$ cat config.mk
export PLATFORM = sky130hd
export DESIGN_NAME = demux_rr_scheduler
export DESIGN_NICKNAME = d
export VERILOG_FILES = /design/src/rtl/demux_rr_scheduler.sv
export SDC_FILE = /design/constraint.sdc
export NUM_CORES = 1
export LEC_CHECK = 0
export ABC_AREA = 1
export BUFFER_PORTS_ARGS = -buffer_cell sky130_fd_sc_hd__buf_2
export CAP_MARGIN = 20
export CORE_UTILIZATION = 50
export CTS_CLUSTER_DIAMETER = 40
export DETAILED_ROUTE_END_ITERATION = 8
export PLACE_DENSITY = 0.76
export SYNTH_ARGS = -nofsm -noshare
export SYNTH_HDL_FRONTEND = slang
export SYNTH_SLANG_ARGS = --single-unit
$ cat constraint.sdc
create_clock -name clk -period 2.8 [get_ports clk]
set_input_delay 0.28 -clock clk [delete_from_list [all_inputs] [get_ports clk]]
set_output_delay 0.28 -clock clk [all_outputs]
set_load 0.005 [all_outputs]
$ cat src/rtl/demux_rr_scheduler.sv
// ---------------------------------------------------------------------------
// demux_rr_scheduler
//   Round-robin burst scheduler in front of a 1-to-8 demultiplexer. Words from
//   a single valid/ready input stream are handed out in bursts of BURST_LEN to
//   each lane enabled in lane_mask, in ascending lane order with wrap-around.
//   Every word passes through a one-entry holding register. The register's
//   lane tag (hold_lane) steers out_valid. A word that is already held keeps
//   its destination even after sel moves on to the next lane.
//
// Ports
//   clk, rst_n      clock, asynchronous active-low reset
//   enable          scheduler run enable (sampled in IDLE / SEARCH only)
//   lane_mask[7:0]  1 = lane may receive grants
//   in_data/valid   input word + valid
//   in_ready        combinational; depends on out_ready of the held lane
//   out_data        held word, shared by all lanes
//   out_valid[7:0]  one-hot valid for the held word's lane
//   out_ready[7:0]  per-lane backpressure
//   sel[2:0]        granted lane, drives the demux select
//   busy            FSM not in IDLE
//   burst_done      asserted in the cycle the last word of a full burst is accepted
// ---------------------------------------------------------------------------

// Per-lane slice: decodes the held word's lane tag into this lane's valid
// and reports when this lane drains the holding register.
module demux_rr_lane #(
  parameter int unsigned LANE = 0
) (
  input  logic       hold_valid,
  input  logic [2:0] hold_lane,
  input  logic       ready,
  output logic       valid,
  output logic       drain
);
  assign valid = hold_valid && (hold_lane == 3'(LANE));
  assign drain = valid && ready;
endmodule

module demux_rr_scheduler #(
  parameter int unsigned DATA_W    = 8,
  parameter int unsigned BURST_LEN = 4
) (
  input  logic              clk,
  input  logic              rst_n,
  input  logic              enable,
  input  logic [7:0]        lane_mask,
  input  logic [DATA_W-1:0] in_data,
  input  logic              in_valid,
  output logic              in_ready,
  output logic [DATA_W-1:0] out_data,
  output logic [7:0]        out_valid,
  input  logic [7:0]        out_ready,
  output logic [2:0]        sel,
  output logic              busy,
  output logic              burst_done
);
  localparam int unsigned NUM_LANES = 8;
  localparam int unsigned CNT_W     = (BURST_LEN > 1) ? $clog2(BURST_LEN) : 1;

  typedef enum logic [1:0] {IDLE, SEARCH, SEND} state_t;

  state_t           state, state_nxt;
  logic [2:0]       sel_nxt;
  logic [CNT_W-1:0] cnt, cnt_nxt;
  logic             hold_valid;
  logic [2:0]       hold_lane;
  logic [NUM_LANES-1:0] drain_vec;
  logic             drain;
  logic             accept;
  logic             last_beat;
  logic [2:0]       nxt_lane;
  logic [2:0]       idx;

  // Per-lane valid decode / drain detect
  for (genvar k = 0; k < NUM_LANES; k++) begin : g_lane
    demux_rr_lane #(.LANE(k)) u_lane (
      .hold_valid (hold_valid),
      .hold_lane  (hold_lane),
      .ready      (out_ready[k]),
      .valid      (out_valid[k]),
      .drain      (drain_vec[k])
    );
  end

  assign drain     = |drain_vec;
  assign busy      = (state != IDLE);
  // Register can take a new word if empty or if it empties this same cycle.
  assign in_ready  = (state == SEND) && lane_mask[sel] &&
                     (!hold_valid || out_ready[hold_lane]);
  assign accept    = in_valid && in_ready;
  assign last_beat = (cnt == CNT_W'(BURST_LEN - 1));
  assign burst_done = accept && last_beat;

  // Round-robin search: scan sel+8 down to sel+1 so the nearest set bit
  // after sel wins. sel+8 wraps to sel itself, so the current lane is the
  // last choice.
  always_comb begin
    nxt_lane = sel;
    idx      = sel;
    for (int i = NUM_LANES; i >= 1; i--) begin
      idx = sel + 3'(i);
      if (lane_mask[idx]) nxt_lane = idx;
    end
  end

  // FSM next-state
  always_comb begin
    state_nxt = state;
    sel_nxt   = sel;
    cnt_nxt   = cnt;
    case (state)
      IDLE: begin
        if (enable && (lane_mask != '0)) state_nxt = SEARCH;
      end
      SEARCH: begin
        if (!enable || (lane_mask == '0)) begin
          state_nxt = IDLE;
        end else begin
          sel_nxt   = nxt_lane;
          cnt_nxt   = '0;
          state_nxt = SEND;
        end
      end
      SEND: begin
        if (accept) begin
          if (last_beat) begin
            cnt_nxt   = '0;
            state_nxt = SEARCH;
          end else begin
            cnt_nxt = cnt + CNT_W'(1);
          end
        end else if (!lane_mask[sel]) begin
          // Lane withdrawn mid-burst: abandon the partial burst quietly.
          cnt_nxt   = '0;
          state_nxt = SEARCH;
        end
      end
      default: state_nxt = IDLE;
    endcase
  end

  always_ff @(posedge clk or negedge rst_n) begin
    if (!rst_n) begin
      state <= IDLE;
      sel   <= 3'd7;   // first search lands on lane 0
      cnt   <= '0;
    end else begin
      state <= state_nxt;
      sel   <= sel_nxt;
      cnt   <= cnt_nxt;
    end
  end

  // Holding register: load wins over drain, so a same-cycle drain+accept
  // simply reloads with hold_valid staying high.
  always_ff @(posedge clk or negedge rst_n) begin
    if (!rst_n) begin
      hold_valid <= 1'b0;
      hold_lane  <= '0;
      out_data   <= '0;
    end else if (accept) begin
      hold_valid <= 1'b1;
      hold_lane  <= sel;
      out_data   <= in_data;
    end else if (drain) begin
      hold_valid <= 1'b0;
    end
  end

endmodule

# ---- Yosys cells after proc, flatten, opt, wreduce, memory -nomap -nowiden
# Cells that the tools add are included.
dict set report classes {
  n_addsub 8
  magnitude_cmp 9
  n_eq_ne 14
  n_mux 38
  n_bitwise 1
  reduce_logical 37
}
# operator n
set op_table {}
lappend op_table {{$lt 3x4->1 const B} 9}
lappend op_table {{$bmux 1 s3} 9}
lappend op_table {{$logic_and 1x1->1} 21}
lappend op_table {{$mux 3} 7}
lappend op_table {{$mux 2} 9}
lappend op_table {{$add 3x3->3 const B} 4}
lappend op_table {{$eq 3x3->1 const B} 4}
lappend op_table {{$mux 1} 11}
lappend op_table {{$reduce_and 3->1} 3}
lappend op_table {{$logic_not 8->1} 1}
lappend op_table {{$reduce_bool 8->1} 1}
lappend op_table {{$reduce_or 8->1} 1}
lappend op_table {{$reduce_bool 7->1} 1}
lappend op_table {{$add 3x2->3 const B} 2}
lappend op_table {{$eq 3x2->1 const B} 2}
lappend op_table {{$ne 3x3->1 const B} 2}
lappend op_table {{$pmux 2 s3} 1}
lappend op_table {{$reduce_bool 2->1} 3}
lappend op_table {{$eq 2x2->1 const B} 2}
lappend op_table {{$ne 2x2->1 const B} 2}
lappend op_table {{$pmux 2 s2} 1}
lappend op_table {{$add 3x1->3 const B} 1}
lappend op_table {{$eq 3x1->1 const B} 1}
lappend op_table {{$logic_not 3->1} 1}
lappend op_table {{other kinds (6)} 8}
dict set report word_totals {
  regBits 19
  inputBits 28
  word_cells 113
}

# ---- Longest topological paths before layout
dict set report logic_depth {
  ltp_word 10
  depth_mapped 19
  ltp_nobuf 17
}

# ---- By module
# From an unflattened synthesis, not the netlist that was laid out.
dict set report hier_totals {
  hier_cells 284
  hier_area_um2 1915.6
}
# mod instances cells_each area_per_inst_um2
set modules_own_cells {}
lappend modules_own_cells {demux_rr_scheduler 1 233 1686.6}
lappend modules_own_cells {{demux_rr_lane at g_lane[1].u_lane ...} 3 7 28.8}
lappend modules_own_cells {{demux_rr_lane at g_lane[3].u_lane ...} 3 6 28.8}
lappend modules_own_cells {{demux_rr_lane at g_lane[0].u_lane} 1 7 31.3}
lappend modules_own_cells {{demux_rr_lane at g_lane[7].u_lane} 1 5 25.0}

# ---- Least setup slack after synthesis
# Ideal clock, no wire load.
dict set report synth_timing {
  path_type {flip-flop to flip-flop}
  from {register sel[0]}
  to {register sel[1]}
  t_arrival_ns 2.153
  t_required_ns 2.740
  slack_ns 0.587
  stages_incl_launch_ff 16
  path_buffers 2
  path_cell_list {dfstp_2 buf_6 inv_4 buf_12 ha_1 inv_1 nand3_1 nand3_2 nand2_4 nor2_4 nand3_2 nor2_4 nor2_2 nand2_1 nand2_1 nand2_1}
}
dict set report synth_via {
  elab_chain_cells 9
  word_cells_on_any_way 30
  cone_classes {add/sub: 7; mux: 21; reduce/logical: 2}
}
# item line_no
set synth_rtl {}
lappend synth_rtl {{start, declared} 53} ;# output logic [2:0] sel,
lappend synth_rtl {{start signal, assigned} 149} ;# sel <= sel_nxt;
lappend synth_rtl {{$add 3x3->3} 101} ;# idx = sel + 3'(i);
lappend synth_rtl {{$bmux 1 s3} 102} ;# if (lane_mask[idx]) nxt_lane = idx;
lappend synth_rtl {{$mux 1 (not written as such)} 102}
lappend synth_rtl {{$mux 3 (6 in a row)} 102}
# Parallel ways exist; a longest one is shown, timed or not. The select of a mux whose other input is x is not followed.
# A chain may end at the register's enable or synchronous reset.

# ---- Worst setup path after layout
dict set report layout_timing {
  from {register sel[1]}
  to {register sel[1]}
}
# The elaborated chain is that of the path after synthesis.

==> metrics.csv <==
stage,metric,value,unit
status,status,"finished, final reports clean",
grt,initial antenna violation count,0,
setup_path,crit-path max cell delay,0.68,ns
final_layout,final net count,327,
sta,"Slew Viols, Final",0,
clock_tree,CTS buffer count,3,
setup_path,most frequent CP cell,nand2_1,
clock_tree,clock sink total,19,
clock_tree,Clock Path Buffers,2,
synth,net count after synthesis,287,
routing,Vias/cell,4.96,
setup_path,crit path max fanout,11,
sta,fin crit period,2.44,ns
floorplan,Row Count,21,
grt,pin count of the biggest net entering global routing,20,
clock_tree,number of H-tree levels,1,
setup_path,Crit-path slowest cell,dfstp_2,
routing,Final ANT Viol Nets,0,
setup_path,Buf/Inv on CP,2,
sta,achievable frequency,0.410,GHz
synth,"Seq/Total Area, Yosys",0.276,
routing,drt wl/cell,11.0,um
final_layout,Register Area,479,um2
grt,gr usage total,0.205,
final_layout,number of diodes,0,
sta,final hold viol count,0,
final_layout,area of the multi-input gates,1010,um2
setup_path,CP endpoint kind,register,
synth,post-synth design cell area,1740,um2
synth,biggest area consumer among synthesized cells,dfrtp_1,
grt,vias in the first global route,1291,
sta,fin crit share,0.870,
floorplan,CORE AREA,3340,um2
setup_path,worst path arrival time,2.69,ns
final_layout,Fillers,345,
clock_tree,worst skew pair latency,0.30,ns
place,hpwl dp,2980,um
synth,total number of yosys warnings,0,
floorplan,initial core utilization,0.520,
worst_hold_path,hold path start,in_data[4],
routing,First-pass DRT Iterations,4,
synth,post-synth top area share,0.231,
place,worst slack at placement,0.414,ns
place,IO Port Bufs,49,
synth,cell count after synthesis,256,
sta,worst slew pin tran,0.421,ns
setup_path,CP Data Required Time,3.05,ns
clock_tree,Root Buffer,clkbuf_4,
worst_hold_path,worst min path class,input port to register,
sta,setup_tns,0,ns
sta,Fin Clk Skew,0.00559,ns
synth,syn avg cell area,6.78,um2
final_layout,layout cell share with drive strength beyond 1,0.302,
sta,setup slack after layout,0.363,ns
setup_path,R2R setup slack,0.36,ns
setup_path,crit path launch,sel[1]$_DFFE_PN1P_,
clock_tree,TritonCTS clock tree,done,
setup_path,r2r startpoint,sel[1]$_DFFE_PN1P_,
grt,first-pass GRT wire length,5650,um
sta,unrepaired setup endpoints after global routing,no,
place,Final GP Congestion,1.03,
floorplan,Ports,50,
power,pwr/cell area,1160,nW/um2
job,max-cap violations,0,
setup_path,CP Launch Type,register,
power,worst IR drop on VDD,0.000542,V
power,total power,2.25,mW
final_layout,area grow syn2layout,12.1,%
clock_tree,"CTS clk-pin slew, worst paths",0.10,ns
power,Pleak,1.09,nW
routing,initial drt markers,106,
setup_path,Crit Path Class,register to register,
sta,Finish-stage setup viols,0,
synth,#FFs+latches synth,19,
routing,vias after detailed routing,1690,
synth,top post-synthesis cells by area,"dfrtp_1, nand2_1, nand3_1, nand3_2, inv_1",
routing,Routed WL,3740,um
floorplan,die width,60.9,um
final_layout,"leading cell type in the layout, fill and taps excluded",nand2_1,
floorplan,die area,3710,um2
grt,"Remaining Overflow, GRT",0,
setup_path,CP Cell Sequence,inv_1 > ha_1 > inv_1 > nand3_1 > nand3_2 > nand2_4 > nor2_4 > nand3_2 > nor2_4 > nor2_2 > nand2_1 > nand2_1 > nand2_1,
sta,Worst slew margin,0.719,
synth,Unique masters post-synth,31,
setup_path,CP top delay family,simple AND/OR/NAND/NOR gates,
routing,residual DRC count,0,
floorplan,Die Ht,60.9,um
final_layout,most frequent cells in the layout,"nand2_1, buf_2, nand3_1",
## tightest hold or removal path, cell delays in order
cell and delay [ns]:
buf_2 0.07, nand3_1 0.06, nand2_1 0.06
## what timing repair did
item,in CTS,in global routing
endpoints found under the hold margin,16,0
resized for setup,0,0
setup buffers,0,0
hold buffers,1,0
## cell usage after synthesis, drive strengths merged
cell type and instances:
nor3 2, nand3b 1, inv 27, dfstp 3, a21boi 1, o21ai 7, nand2 91, xor2 1
buf 15, a21oi 4, clkbuf 1, ha 3, nor2 22, o31ai 1, dfrtp 16, a31oi 1
nand3 55, o21bai 2, nor4 2, xnor2 1
## final cells by class
class | count | area share
Multi-Input combinational cell | 194 | 0.522
Sequential cell | 19 | 0.246
Timing Repair Buffer | 51 | 0.135
Inverter | 27 | 0.0534
Tap cell | 46 | 0.0296
Clock buffer | 3 | 0.0116
Clock inverter | 1 | 0.00257
## report_power, final
group | internal, mW | total (mW) | switching (mW)
Combinational | 0.566 | 1.59 | 1.02
Sequential | 0.401 | 0.522 | 0.121
Clock | 0.0533 | 0.138 | 0.0849
## cell families (layout without fill, tap and decap cells)
group	after synthesis	after routing	synth area share
compound gates	16	16	0.0577
flops	19	19	0.276
xor+xnor	2	2	0.0101
buf+inv	43	82	0.139
simple gates	173	173	0.495
fa+ha+maj	3	3	0.0216
## stage by stage
step / instances / hold WS [ns] / utilization / cell area [um2]
CTS: 341 / 0.196 / 0.583 / 1950
global route: 341 / 0.190 / 0.583 / 1950
detailed placement: 336 / 0.242 / 0.572 / 1910
floorplan: 256 / -0.0156 / - / 1740
finish: 341 / 0.204 / 0.583 / 1950
global placement: 336 / 0.245 / 0.572 / 1910
## flip-flops by register name (all words and copies together), names as in the netlist
register	count
state	2
hold_valid	1
hold_lane	3
cnt	2
sel	3
out_data	8
## path summary, 6_finish.rpt
path | cells past startpoint | to
max | 13 | sel[1]$_DFFE_PN1P_
max reg2reg | 13 | sel[1]$_DFFE_PN1P_
min reg2reg | 2 | out_data[4]$_DFFE_PN0P_
max in group asynchronous | 2 | sel[0]$_DFFE_PN1P_
min | 3 | out_data[4]$_DFFE_PN0P_
min in group asynchronous | 2 | cnt[0]$_DFFE_PN0P_
## per-layer routing
layer  part of all wire  routed length [um]  global-route usage
met4             0.0032                  12              0.0195
met5                  0                   0                   0
met3              0.065                 245              0.0618
met1               0.50                1850               0.295
met2               0.44                1630               0.314
Note: power is estimated with default switching activity, not from simulation.
